## src/rtl/pipe_elastic_if.sv

```systemverilog
// Handshake bundle between two pipeline stages carrying a flattened stage payload.
// A beat moves on a rising edge when valid and ready are both high. Once valid is
// raised, the sender holds valid and data stable until ready is seen. Ready never
// depends combinationally on valid.
interface pipe_elastic_if #(
  parameter int DATA_WIDTH = 32
);
  logic                  in_valid;
  logic                  in_ready;
  logic [DATA_WIDTH-1:0] in_data;
  logic                  out_valid;
  logic                  out_ready;
  logic [DATA_WIDTH-1:0] out_data;

  modport master (
    output in_valid, in_data, out_ready,
    input  in_ready, out_valid, out_data
  );

  modport slave (
    input  in_valid, in_data, out_ready,
    output in_ready, out_valid, out_data
  );
endinterface

```

## src/rtl/pipe_elastic_stage.sv

```systemverilog
// Elastic pipeline-stage buffer: DEPTH-entry circular FIFO with flush, a NOP
// bubble on empty, and a saturating count of cycles the upstream was blocked.
module pipe_elastic_stage #(
  parameter int                    DATA_WIDTH = 32,
  parameter int                    DEPTH      = 2,
  parameter logic [DATA_WIDTH-1:0] NOP_VALUE  = '0,
  parameter int                    CNT_WIDTH  = 16
) (
  input  logic                       clk,
  input  logic                       rst,
  input  logic                       flush,
  pipe_elastic_if.slave              bus,
  output logic [$clog2(DEPTH+1)-1:0] count,
  output logic [CNT_WIDTH-1:0]       stall_cycles
);

  localparam int PW = $clog2(DEPTH);
  localparam int CW = $clog2(DEPTH+1);

  if (DEPTH < 2 || DEPTH > 16) begin : g_bad_depth
    $fatal(1, "pipe_elastic_stage: DEPTH must be in 2..16");
  end

  logic [DATA_WIDTH-1:0] mem [DEPTH];
  logic [PW-1:0]         rd_ptr;
  logic [PW-1:0]         wr_ptr;
  logic [CW-1:0]         cnt;
  logic [CNT_WIDTH-1:0]  stall_q;
  logic                  enq;
  logic                  deq;
  logic                  blocked;

  function automatic logic [PW-1:0] next_ptr(input logic [PW-1:0] p);
    return (p == PW'(DEPTH-1)) ? '0 : p + PW'(1);
  endfunction

  // Ready comes only from the registered occupancy, so a full stage refuses
  // input even when its head leaves in the same cycle.
  assign bus.in_ready  = (cnt < CW'(DEPTH));
  assign bus.out_valid = (cnt != '0);
  assign bus.out_data  = bus.out_valid ? mem[rd_ptr] : NOP_VALUE;

  assign enq     = bus.in_valid & bus.in_ready & ~flush;
  assign deq     = bus.out_valid & bus.out_ready & ~flush;
  assign blocked = bus.in_valid & ~bus.in_ready & ~flush;

  always_ff @(posedge clk) begin
    if (rst || flush) begin
      rd_ptr <= '0;
      wr_ptr <= '0;
      cnt    <= '0;
    end else begin
      if (enq) wr_ptr <= next_ptr(wr_ptr);
      if (deq) rd_ptr <= next_ptr(rd_ptr);
      case ({enq, deq})
        2'b10:   cnt <= cnt + CW'(1);
        2'b01:   cnt <= cnt - CW'(1);
        default: cnt <= cnt;
      endcase
    end
  end

  // Payload storage needs no reset; entries are only read once written.
  always_ff @(posedge clk) begin
    if (enq && !rst) mem[wr_ptr] <= bus.in_data;
  end

  always_ff @(posedge clk) begin
    if (rst) begin
      stall_q <= '0;
    end else if (blocked && (stall_q != '1)) begin
      stall_q <= stall_q + CNT_WIDTH'(1);
    end
  end

  assign count        = cnt;
  assign stall_cycles = stall_q;

endmodule

```

## src/flat_wrapper.sv

```systemverilog
// flat-port wrapper written by rule: the top's interface ports become plain ports
module pipe_elastic_stage_flat 
#(
  parameter int                    DATA_WIDTH = 32,
  parameter int                    DEPTH      = 2,
  parameter logic [DATA_WIDTH-1:0] NOP_VALUE  = '0,
  parameter int                    CNT_WIDTH  = 16
)
  (clk, rst, flush, count, stall_cycles, bus_in_valid, bus_in_data, bus_out_ready, bus_in_ready, bus_out_valid, bus_out_data);
  pipe_elastic_if #(.DATA_WIDTH(DATA_WIDTH)) bus_i ();
  input  logic clk;
  input  logic rst;
  input  logic flush;
  output logic [$clog2(DEPTH+1)-1:0] count;
  output logic [CNT_WIDTH-1:0] stall_cycles;
  input wire logic [$bits(bus_i.in_valid)-1:0] bus_in_valid;
  input wire logic [$bits(bus_i.in_data)-1:0] bus_in_data;
  input wire logic [$bits(bus_i.out_ready)-1:0] bus_out_ready;
  output wire logic [$bits(bus_i.in_ready)-1:0] bus_in_ready;
  output wire logic [$bits(bus_i.out_valid)-1:0] bus_out_valid;
  output wire logic [$bits(bus_i.out_data)-1:0] bus_out_data;
  assign bus_i.in_valid = bus_in_valid;
  assign bus_i.in_data = bus_in_data;
  assign bus_i.out_ready = bus_out_ready;
  assign bus_in_ready = bus_i.in_ready;
  assign bus_out_valid = bus_i.out_valid;
  assign bus_out_data = bus_i.out_data;
  pipe_elastic_stage #(.DATA_WIDTH(DATA_WIDTH), .DEPTH(DEPTH), .NOP_VALUE(NOP_VALUE), .CNT_WIDTH(CNT_WIDTH)) u_core (.clk(clk), .rst(rst), .flush(flush), .bus(bus_i), .count(count), .stall_cycles(stall_cycles));
endmodule
```

## config.mk

```make
export PLATFORM = sky130hd
export DESIGN_NAME = pipe_elastic_stage_flat
export DESIGN_NICKNAME = d
export VERILOG_FILES = /design/src/rtl/pipe_elastic_if.sv /design/src/rtl/pipe_elastic_stage.sv /design/src/flat_wrapper.sv
export SDC_FILE = /design/constraint.sdc
export NUM_CORES = 1
export LEC_CHECK = 0
export ABC_AREA = 0
export BUFFER_PORTS_ARGS = -buffer_cell sky130_fd_sc_hd__buf_2
export CAP_MARGIN = 0
export CORE_MARGIN = 1.5
export CORE_UTILIZATION = 50
export DETAILED_ROUTE_END_ITERATION = 7
export GPL_TIMING_DRIVEN = 0
export PLACE_DENSITY = 0.77
export SLEW_MARGIN = 20
export SYNTH_ARGS = -nofsm -noshare
export SYNTH_HDL_FRONTEND = slang
export SYNTH_SLANG_ARGS = --single-unit
```

## constraint.sdc

```tcl
create_clock -name clk -period 8.73 [get_ports clk]
set_input_delay 0 -clock clk [delete_from_list [all_inputs] [get_ports clk]]
set_output_delay 0 -clock clk [all_outputs]
set_load 0.005 [all_outputs]
```

== Word-level counts from Yosys, hierarchy flattened ==
Memory sizes are Yosys's and may differ from the RTL's. A register that Yosys moved wholly into a read port is not among the register bits.
Cells that the tools add are included.
Cells by class
  reduce and logical (&&, ||, !) cells: 6
  $lt $le $gt $ge: 1
  equal/unequal tests: 3
  bitwise operators: 8
  add/subtract/negate cells: 5
  multiplexer cells: 8
Operators with widths (number)
  two-way mux 32 bit: 1
  adder 16 x 1 -> 16 bit, second input constant: 1
  != test 16 bit, second input constant: 1
  bitwise AND 1 bit: 6
  two-way mux 1 bit: 6
  one-hot mux 2 bit (2 select lines): 1
  nonzero test 2 bit: 2
  adder 1 bit, second input constant: 2
  adder 2 x 1 -> 2 bit, second input constant: 1
  equality test 2 x 1 -> 1 bit, second input constant: 1
  equality test 2 bit, second input constant: 1
  logical AND 1 bit: 2
  < comparator 2 bit, second input constant: 1
  inverter 1 bit: 2
  subtractor 2 x 1 -> 2 bit, second input constant: 1
  zero test 1 bit: 1
  logical OR 1 bit: 1
Storage, ports and cells
  memories: 1
  output and inout bits: 52
  flip-flop bits (word level): 20
  memory bits (writable): 64
Memories
  u_core.mem: words 2, width 32, rd ports 1, clocked after Yosys merged registers in 1, write ports 1, RTL line pipe_elastic_stage.sv:24  | logic [DATA_WIDTH-1:0] mem [DEPTH];

== Depth between registers and ports, before layout ==
  depth after elaboration: 6
  mapped depth: 9
  mapped depth without buffers: 9

== Worst setup path after synthesis ==
No wires, ideal clock.
  path type: register to register
  from: register u_core.cnt[1], in the netlist u_core.count[1]
  to: memory u_core.mem[1][0], enable pin
  setup time: 468 ps
  clock period less this slack: 3475 ps
  setup slack: 5255 ps
  arrival: 3007 ps
  path buffers: 0
  required time: 8262 ps
  stages on the path, launching flop included: 4
  path through: dfxtp_1 inv_1 nand3_1 nor3b_1
On the way
  cells in the longest elaborated chain, start to end: 6
Ends and longest elaborated chain
  start, declared: RTL line pipe_elastic_stage.sv:27  | logic [CW-1:0] cnt;
  start signal, assigned: RTL line pipe_elastic_stage.sv:56  | 2'b10: cnt <= cnt + CW'(1);
  start signal, assigned: RTL line pipe_elastic_stage.sv:57  | 2'b01: cnt <= cnt - CW'(1);
  start signal, assigned: RTL line pipe_elastic_stage.sv:58  | default: cnt <= cnt;
  < comparator 2 bit: RTL line pipe_elastic_stage.sv:39  | assign bus.in_ready = (cnt < CW'(DEPTH));
  via bus_in_ready: RTL line flat_wrapper.sv:19  | output wire logic [$bits(bus_i.in_ready)-1:0] bus_in_ready;
  bitwise AND 1 bit (2 in a row): RTL line pipe_elastic_stage.sv:43  | assign enq = bus.in_valid & bus.in_ready & ~flush;
  logical AND 1 bit: RTL line pipe_elastic_stage.sv:65  | if (enq && !rst) mem[wr_ptr] <= bus.in_data;
  two-way mux 1 bit: RTL line pipe_elastic_stage.sv:65
  two-way mux 1 bit (implied by the code): RTL line pipe_elastic_stage.sv:65
  end, declared: RTL line pipe_elastic_stage.sv:24
The timed path passes the listed nets, and every way through them passes these cells.

== Worst setup path after layout ==
  from: register u_core.cnt[1], in the netlist u_core.count[1]
  to: memory u_core.mem[0][19], enable pin
On the way
  cells in the longest elaborated chain, start to end: 6
Ends and longest elaborated chain (RTL line)
  < comparator 2 bit: pipe_elastic_stage.sv:39
  bitwise AND 1 bit (2 in a row): pipe_elastic_stage.sv:43
  logical AND 1 bit: pipe_elastic_stage.sv:65
  two-way mux 1 bit: pipe_elastic_stage.sv:65
  two-way mux 1 bit (implied by the code): pipe_elastic_stage.sv:65
Every way passes these cells.

==> results.cfg <==
[final_layout]
multi_input_area_um2 = 1050
final_area_um2 = 4600
final_util = 0.685
nets = 433
diodes = 0
syn_to_final_growth_pct = 33.2
fillers = 487
seq_area_um2 = 2340
drive_above_1_share = 0.307

[yosys]
synth_mux_area_frac = 0.105
ys_top_cells_by_area = edfxtp_1 (56%), dfxtp_1 (12%), mux2i_1 (9.6%), nor2_1 (4.9%), nor3_1 (1.3%)
yosys.area.top_type = edfxtp_1
synth.most_common_cell = edfxtp_1
synth.distinct_cells = 36
synth_xor_xnor_area_share = 0.0152
netlist_area_um2 = 3460
synth-edff-count = 64
synth_commonest_cells = edfxtp_1 (64), nor2_1 (45), mux2i_1 (33), dfxtp_1 (21), nor3_1 (9)
syn_nets = 296
netlist_instances = 257
synth-simple-area-share = 0.132
synthFlopType = edfxtp_1
synth_compound_area_frac = 0.0402
synth_top_area_share = 0.556
synth_fa_ha_area_frac = 0.00724
synth_top_family_by_area = simple AND/OR/NAND/NOR gates
ys_ff_latch = 85
synthArstFlopShare = 0
postSynthAreaPerCell_um2 = 13.4
ys_seq_area_frac = 0.678
synth_warnings = 0

[grt]
overflow = 0
met2_usage = 0.344
busiest_layer = met2
grt_pass1_wl_um = 10900
antenna_found_initial = 0
grt_max_degree = 16
grt_pass1_vias = 2394
use_met1 = 0.232
track_usage = 0.195
grtUsageMet3 = 0.0491

[worst_setup_path]
crit_family = simple AND/OR/NAND/NOR gates
crit_required_ps = 8790
critPathMaxStageDelay_ps = 540
cp.depth = 5
critPathCapture = u_core.mem[0][19]$_DFFE_PP_
path_max_fanout = 10
path_cells = inv_1, nand3_1, nor3_2, buf_4, buf_4
r2r-end = u_core.mem[0][19]$_DFFE_PP_
crit_path_end_kind = flip-flop
r2r_setup_slack_ps = 6730
cp_common_cell = buf_4
worstRegToRegCells = 5
start_kind = flip-flop
crit_buf_inv = 3
crit_start = u_core.count[1]$_SDFFE_PP0P_
crit_arrival_ps = 2070
regToRegStartpoint = u_core.count[1]$_SDFFE_PP0P_
worstSetupPathType = flip-flop to flip-flop
slowest_stage = nor3_2

[clock_tree]
ctsHoldBuffers = 33
cts_root_buffer = clkbuf_8
htreeDepth = 3
clock_latency_ps = 350
cts_tree = yes
cts.sinks = 85
clk_path_buf_depth = 2
numCtsBuffers = 9
cts_setup_buffers = 0
path_clk_slew_ps = 90
cts_resized = 0

[placed_design]
gp_congestion = 0.850
dp_hpwl_um = 4620
placed_area_um2 = 4060
io_buffers = 86

[detailed_routing]
dr.pass1.iters = 4
drt_iter0_drc = 60
detail-route-antenna-nets = 0
via_per_inst = 5.22
post_drt_wl_per_cell_um = 14.9
routed_wl_um = 7120
routed-via-count = 2496
drc = 0

[die]
core_um2 = 6720
die_h_um = 86.1
io_pins = 89
rows = 30
dieArea_um2 = 7420
die_x_um = 86.1
start_util = 0.514

[hold_path]
hold_path_class = input port to flip-flop

[power_and_ir_drop]
ir_drop_uv = 106
p_sw_frac = 0.212
power_frac_clock = 0.386
power_frac_seq = 0.554
power_density_nw_per_um2 = 173
pwr-share-comb = 0.060
p_int_mw = 0.628
cellLeakagePower_nw = 1.77
p_sw_mw = 0.169

[run]
cap_violations = 0

[sta]
fin_crit_ps = 2000
hold_viol = 0
fin_skew_ps = 8.16
report.final.slew_viol_count = 0
max_clock_freq_mhz = 500
timing.final.crit_share = 0.229
rsz0062_at_grt = false
slew_headroom = 0.584
fin_tns_setup_ps = 0
setup_viol = 0
tightest_slew_ps = 621

[run_status]
status = completed
[metal layers]
layer	up-vias	routed length, um
met5	-	0
met4	0	77
met3	8	309
met1	1190	3120
met2	67	3610
li1	1231	-
[sequential cells by signal, summed over array words and instances (netlist names), named ones only]
name,count
u_core.rd_ptr,1
u_core.count,2
u_core.stall_cycles,16
u_core.mem,64
u_core.wr_ptr,1
[worst min-delay path, delay by kind of cell]
family / cells / cell delay, ps
xor gates and xnor gates: 1 / 190
and+or+nand+nor: 2 / 150
buffers and inverters: 1 / 80
[power by group through the flow]
| stage | combinational [mW] | sequential [mW] | clock (mW) |
|---|---|---|---|
| after global routing | 0.0523 | 0.442 | 0.332 |
| after global placement | 0.0330 | 0.451 | 0 |
| after floorplan | 0.0162 | 0.451 | 0 |
| final | 0.0476 | 0.442 | 0.307 |
| after CTS | 0.0475 | 0.442 | 0.313 |
| after detailed placement | 0.0357 | 0.451 | 0 |
[cell usage in the layout, fill, tap and decap left out, types with 5 or more instances in the layout]
master	instances
clkbuf_1	7
dlygate4sd3_1	33
mux2i_1	33
edfxtp_1	64
clkbuf_8	9
nand4_1	6
buf_2	90
nor2_1	45
dfxtp_1	21
inv_1	5
nor3_1	8
buf_4	5
nand2_1	7
[cell families (layout without fill, tap and decap cells)]
logic type | Yosys count | after routing
xor gates and xnor gates | 6 | 6
DFF | 85 | 85
buffers and inverters | 17 | 158
adders and majority gates | 2 | 2
and+or+nand+nor | 92 | 92
muxes | 36 | 36
AOI/OAI and AO/OA | 19 | 19
[final cells by class]
type	instances	area share
Clock buffer	9	0.0269
Multi-Input combinational cell	155	0.227
Clock inverter	6	0.0204
Sequential cell	85	0.509
Buffer	12	0.0125
Tap cell	80	0.0217
Inverter	5	0.00408
Timing Repair Buffer	126	0.178
[through the flow]
step | power, mW | std cells | setup slack [ps] | hold slack (ps)
after floorplan | 0.467 | 257 | 5250 | 98.9
final | 0.797 | 478 | 6730 | 110
after CTS | 0.802 | 478 | 6670 | 82.0
after global routing | 0.826 | 478 | 6560 | 134
after global placement | 0.484 | 423 | 3920 | 188
after detailed placement | 0.487 | 430 | 6680 | 191
[how the worst min path moves through the flow]
stage | start | to | slack (ps) | cells after the start
4_1_cts | bus_out_ready | u_core.rd_ptr$_SDFFE_PP0P_ | 80 | 4
2_1_floorplan | bus_in_data[0] | u_core.mem[0][0]$_DFFE_PP_ | 100 | 0
5_1_grt | bus_out_ready | u_core.rd_ptr$_SDFFE_PP0P_ | 130 | 4
3_3_place_gp | bus_in_data[29] | u_core.mem[0][29]$_DFFE_PP_ | 190 | 1
6_report | bus_out_ready | u_core.rd_ptr$_SDFFE_PP0P_ | 110 | 4
3_5_place_dp | bus_in_data[8] | u_core.mem[1][8]$_DFFE_PP_ | 190 | 1
Power figures use the tool's default switching activity.
